[config.mk]
export PLATFORM = sky130hd
export DESIGN_NAME = mem_bus_arbiter
export DESIGN_NICKNAME = d
export VERILOG_FILES = /design/src/rtl/mem_bus_pkg.sv /design/src/rtl/rr_pick2.sv /design/src/rtl/mem_bus_arbiter.sv
export SDC_FILE = /design/constraint.sdc
export NUM_CORES = 1
export LEC_CHECK = 0
export BUFFER_PORTS_ARGS = -buffer_cell sky130_fd_sc_hd__buf_4
export CAP_MARGIN = 20
export CORE_UTILIZATION = 49
export CTS_CLUSTER_SIZE = 24
export DETAILED_ROUTE_END_ITERATION = 6
export GPL_ROUTABILITY_DRIVEN = 0
export HOLD_SLACK_MARGIN = 0.06
export PLACE_DENSITY = 0.86
export SYNTH_ARGS = -nofsm -noshare
export SYNTH_HDL_FRONTEND = slang
export SYNTH_SLANG_ARGS = --single-unit
[constraint.sdc]
create_clock -name clk -period 3.55 [get_ports clk]
set_input_delay 0.1775 -clock clk [delete_from_list [all_inputs] [get_ports clk]]
set_output_delay 0.1775 -clock clk [all_outputs]
set_load 0.005 [all_outputs]
[src/rtl/mem_bus_pkg.sv]
// Shared types and constants for the memory bus arbiter.
//   arb_state_t : arbiter FSM states (IDLE, ISSUE, RDATA)
//   M0 / M1     : requester identifiers (fetch / load-store)
//   BE_ALL      : all-ones byte-enable source; slice to the bus byte-enable width
package mem_bus_pkg;

  typedef enum logic [1:0] {
    IDLE  = 2'd0,
    ISSUE = 2'd1,
    RDATA = 2'd2
  } arb_state_t;

  localparam logic M0 = 1'b0;
  localparam logic M1 = 1'b1;

  // Wide enough for any practical data width; users take the low DATA_W/8 bits.
  localparam logic [127:0] BE_ALL = '1;

endpackage

[src/rtl/rr_pick2.sv]
// Two-way round-robin pick (purely combinational).
// Ports:
//   elig0_i, elig1_i : requester 0 / 1 is eligible this cycle
//   last_grant_i     : id of the requester granted most recently
//   grant_valid_o    : at least one requester is eligible
//   grant_id_o       : id of the requester to grant (meaningful when grant_valid_o)
module rr_pick2 (
  input  logic elig0_i,
  input  logic elig1_i,
  input  logic last_grant_i,
  output logic grant_valid_o,
  output logic grant_id_o
);

  assign grant_valid_o = elig0_i | elig1_i;

  // Contention goes to whichever requester was not served last; otherwise the
  // single eligible requester wins (id 1 exactly when only elig1_i is set).
  assign grant_id_o = (elig0_i & elig1_i) ? ~last_grant_i : elig1_i;

endmodule

[src/rtl/mem_bus_arbiter.sv]
// Shares one Avalon-style memory bus between instruction fetch (M0, read-only)
// and the load/store unit (M1). One transfer is outstanding at a time; all bus
// outputs and acks are registered.
// Ports:
//   clk, reset            : clock, synchronous active-high reset
//   m0_req/addr           : fetch request (held until m0_ack)
//   m0_ack/m0_rdata       : one-cycle completion pulse and fetched word
//   m1_req/we/addr/wdata/be : load/store request (held until m1_ack)
//   m1_ack/m1_rdata       : one-cycle completion pulse and load data
//   address/read/write/writedata/byteenable : bus master outputs
//   waitrequest           : slave stall; transfer accepted when strobe & !waitrequest
//   readdata              : valid the cycle after a read is accepted
module mem_bus_arbiter
  import mem_bus_pkg::*;
#(
  parameter int ADDR_W = 32,
  parameter int DATA_W = 32
) (
  input  logic                clk,
  input  logic                reset,
  input  logic                m0_req,
  input  logic [ADDR_W-1:0]   m0_addr,
  output logic                m0_ack,
  output logic [DATA_W-1:0]   m0_rdata,
  input  logic                m1_req,
  input  logic                m1_we,
  input  logic [ADDR_W-1:0]   m1_addr,
  input  logic [DATA_W-1:0]   m1_wdata,
  input  logic [DATA_W/8-1:0] m1_be,
  output logic                m1_ack,
  output logic [DATA_W-1:0]   m1_rdata,
  output logic [ADDR_W-1:0]   address,
  output logic                read,
  output logic                write,
  output logic [DATA_W-1:0]   writedata,
  output logic [DATA_W/8-1:0] byteenable,
  input  logic                waitrequest,
  input  logic [DATA_W-1:0]   readdata
);

  localparam int BE_W = DATA_W / 8;

  arb_state_t        state_q;
  logic              last_grant_q;
  logic              gid_q;
  logic [ADDR_W-1:0] address_q;
  logic              read_q;
  logic              write_q;
  logic [DATA_W-1:0] wdata_q;
  logic [BE_W-1:0]   be_q;
  logic              m0_ack_q;
  logic              m1_ack_q;
  logic [DATA_W-1:0] m0_rdata_q;
  logic [DATA_W-1:0] m1_rdata_q;

  logic elig0_d;
  logic elig1_d;
  logic grant_valid_d;
  logic grant_id_d;

  // A request still held during its own ack cycle is the tail of the
  // completed transfer, not a new request.
  assign elig0_d = m0_req & ~m0_ack_q;
  assign elig1_d = m1_req & ~m1_ack_q;

  rr_pick2 u_pick (
    .elig0_i       (elig0_d),
    .elig1_i       (elig1_d),
    .last_grant_i  (last_grant_q),
    .grant_valid_o (grant_valid_d),
    .grant_id_o    (grant_id_d)
  );

  always_ff @(posedge clk) begin
    if (reset) begin
      state_q      <= IDLE;
      last_grant_q <= M1;
      gid_q        <= M0;
      address_q    <= '0;
      read_q       <= 1'b0;
      write_q      <= 1'b0;
      wdata_q      <= '0;
      be_q         <= '0;
      m0_ack_q     <= 1'b0;
      m1_ack_q     <= 1'b0;
      m0_rdata_q   <= '0;
      m1_rdata_q   <= '0;
    end else begin
      m0_ack_q <= 1'b0;
      m1_ack_q <= 1'b0;
      unique case (state_q)
        IDLE: begin
          if (grant_valid_d) begin
            gid_q        <= grant_id_d;
            last_grant_q <= grant_id_d;
            if (grant_id_d == M1) begin
              address_q <= m1_addr;
              write_q   <= m1_we;
              read_q    <= ~m1_we;
              wdata_q   <= m1_wdata;
              be_q      <= m1_be;
            end else begin
              address_q <= m0_addr;
              write_q   <= 1'b0;
              read_q    <= 1'b1;
              wdata_q   <= '0;
              be_q      <= BE_ALL[BE_W-1:0];
            end
            state_q <= ISSUE;
          end
        end
        ISSUE: begin
          // Fields are untouched while stalled, so the bus stays stable.
          if (!waitrequest) begin
            read_q  <= 1'b0;
            write_q <= 1'b0;
            if (write_q) begin
              m0_ack_q <= (gid_q == M0);
              m1_ack_q <= (gid_q == M1);
              state_q  <= IDLE;
            end else begin
              state_q <= RDATA;
            end
          end
        end
        RDATA: begin
          if (gid_q == M1) begin
            m1_rdata_q <= readdata;
            m1_ack_q   <= 1'b1;
          end else begin
            m0_rdata_q <= readdata;
            m0_ack_q   <= 1'b1;
          end
          state_q <= IDLE;
        end
        default: state_q <= IDLE;
      endcase
    end
  end

  assign address    = address_q;
  assign read       = read_q;
  assign write      = write_q;
  assign writedata  = wdata_q;
  assign byteenable = be_q;
  assign m0_ack     = m0_ack_q;
  assign m1_ack     = m1_ack_q;
  assign m0_rdata   = m0_rdata_q;
  assign m1_rdata   = m1_rdata_q;

endmodule

==> flow_summary.json <==
{
  "status": "completed",
  "yosys.area_share.adder": 0.006941,
  "core_area_mm2": 0.01051,
  "synthMuxAreaShare": 0,
  "yosysUniqueCellTypes": 34,
  "drive_gt1_frac": 0.3791,
  "crit_required_ps": 4010,
  "p_switching_w": 0.001199,
  "async_flop_share": 0,
  "dp_cells": 962,
  "io_pins": 274,
  "finalSetupViolCount": 0,
  "relSlewSlack": 0.2895,
  "cts_tree": "done",
  "combPwrFrac": 0.210,
  "grt_max_degree": 64,
  "synth_top_cell_by_area": "dfxtp_1",
  "synth_area_mm2": 0.005408,
  "worst_pin_slew_ps": 1063,
  "drt-wirelength-per-cell_um": 20.76,
  "syn_area_per_cell_um2": 9.104,
  "worst-path-max-fanout": 28,
  "fmax_mhz": 361.5,
  "dieWidth_um": 107.1,
  "crit_type": "flip-flop to flip-flop",
  "clkPwrFrac": 0.397,
  "p_per_area_mw_per_mm2": 471.6,
  "die_h_um": 107.1,
  "drtAntennaViolNets": 0,
  "synth_top_family_by_area": "compound AO/OA/AOI/OAI gates",
  "via_per_inst": 5.671,
  "yosys_warnings": 0,
  "synthTopCellsByArea": "dfxtp_1 52%, nand2_1 12%, a21oi_1 7.4%",
  "antenna_found_initial": 1,
  "finClkSkew_ps": 8.596,
  "slowest_stage": "a21oi_4",
  "maxCapViolCount": 0,
  "syn_nets": 735,
  "start_kind": "flip-flop",
  "fin_nets": 1126,
  "area_growth_syn_to_layout_pct": 74.76,
  "yosys.area_share.xor_xnor": 0,
  "hold_viol_final": 0,
  "hp-class": "input pin to flip-flop",
  "leakagePower_nw": 4.159,
  "ys_ff_latch": 140,
  "min_period_ps": 2766,
  "final_cell_mix": "278 x buf_4, 166 x nand2_1, 140 x dfxtp_1, 134 x dlygate4sd3_1, 80 x a21oi_1",
  "worst_path_largest_cell_delay_ps": 840,
  "drc": 0,
  "rows": 37,
  "syn_inst": 594,
  "drtIter0Drc": 593,
  "via_count": 6431,
  "fin_util": 0.8993,
  "swShare": 0.2691,
  "cts_resized": 0,
  "cts_root_buf": "clkbuf_8",
  "synthSimpleGateAreaFrac": 0.1673,
  "dieArea_mm2": 0.01146,
  "clk_pin_slew_ps": 70,
  "wl_mm": 23.54,
  "htreeDepth": 4,
  "dp_hpwl_mm": 11.40,
  "tns_ps": 0,
  "ir_worst_vdd_mv": 0.3630,
  "grt_pass1_vias": 6572,
  "cp-end-kind": "flip-flop",
  "dr.pass1.iters": 5,
  "rsz0062_at_grt": "false",
  "cp_cell_sequence": "nor2b_4 -> a21oi_4 -> buf_4 -> a21oi_2 -> a211oi_2 -> dlygate4sd3_1",
  "grt_pass1_wl_mm": 33.91,
  "fin_crit_sh": 0.7793,
  "synth-seq-area-share": 0.5183,
  "initial_core_util": 0.5146,
  "pwr-share-seq": 0.393,
  "cts_sinks": 140,
  "clock_latency_ps": 530,
  "maxSlewViolCount": 0,
  "portBuffers": 273,
  "fin_cells": 1134,
  "synth_top_area_frac": 0.5183,
  "overflow": 0,
  "cts_buffers": 17,
  "grt_util_all_layers": 0.3851,
  "arrival_ps": 3230,
  "post-cts-setup-buffers": 0,
  "yosys_most_used_dff": "dfxtp_1",
  "synth_compound_gate_area_share": 0.2550,
  "clockBufferDepth": 2,
  "layout_commonest_cell": "buf_4",
  "synth-edff-count": 0,
  "p_int_w": 0.003258
}
routing by layer:
metal	part of all wire	track usage
met2	0.51	0.6876
met3	0.083	0.1003
met1	0.34	0.3956
met5	0	0
met4	0.065	0.2534
critical path: cells and delay by family (launching register included):
| family | cells | cell delay (ps) |
|---|---|---|
| AND/OR/NAND/NOR | 1 | 110 |
| AO/OA/AOI/OAI | 3 | 1160 |
| buffers and inverters | 2 | 960 |
| flip-flops | 1 | 470 |
registers in the layout, summed over array words and instances (netlist names):
register	flops
address	32
m0_rdata	32
m1_rdata	32
writedata	32
byteenable	4
state_q	2
gid_q	1
last_grant_q	1
m0_ack	1
m1_ack	1
read	1
write	1
layout make-up:
cell class                 instances  area [um2]
timing repair buffer             418        3556
antenna                            1       2.502
inverter                           4       15.01
multi-input combinational        404        2326
clock inverter                    12       146.4
clock buffer                      19       431.7
sequential                       140        2803
tap                              136       170.2
fill                             423        1059
cell families (layout without fill, tap and decap cells):
group	count (synthesis)	count (layout)
compound gates	181	181
fa+ha+maj	3	3
buf+inv	50	453
flops	140	140
other cells	0	1
simple gates	220	220
what timing repair did:
action | in CTS | in global routing
endpoints found under the setup margin | 0 | 0
hold buffers | 134 | 0
hold endpoints to repair | 135 | 0
synthesized netlist by cell type (5+ instances only):
| cell | count |
|---|---|
| buf_1 | 5 |
| a211oi_2 | 29 |
| buf_6 | 6 |
| nor2_1 | 41 |
| a21oi_1 | 80 |
| buf_2 | 14 |
| clkbuf_1 | 12 |
| a21oi_2 | 21 |
| buf_4 | 9 |
| nand2_1 | 166 |
| dfxtp_1 | 140 |
| a22o_1 | 32 |
per-stage QoR:
step	total power, W	hold slack, ps	area (um2)	setup slack [ps]
after floorplan	0.002142	310.1	5408	2077
after global placement	0.002439	395.6	7401	1243
after detailed placement	0.002465	398.5	7401	1082
after CTS	0.004352	159.1	9320	969.5
after global routing	0.004589	188.7	9450	697.1
final	0.004457	185.7	9450	783.6
power by group through the flow:
stage | logic [W] | registers (W) | clock network (W)
CTS | 0.000865 | 0.00174 | 0.00175
finish | 0.000937 | 0.00175 | 0.00177
global route | 0.000989 | 0.00176 | 0.00184
detailed placement | 0.000698 | 0.00177 | 0
global placement | 0.000674 | 0.00176 | 0
floorplan | 0.000373 | 0.00177 | 0
worst paths after layout:
path,slack (ps),cells past startpoint,endpoint,from
max reg2reg,780,6,address[3]$_SDFFE_PP0P_,m0_ack$_SDFF_PP0_
min,190,2,byteenable[1]$_SDFFE_PP0P_,reset
max,780,6,address[3]$_SDFFE_PP0P_,m0_ack$_SDFF_PP0_
min reg2reg,460,2,m0_rdata[31]$_SDFFE_PP0P_,m0_rdata[31]$_SDFFE_PP0P_
Power figures use the tool's default switching activity.
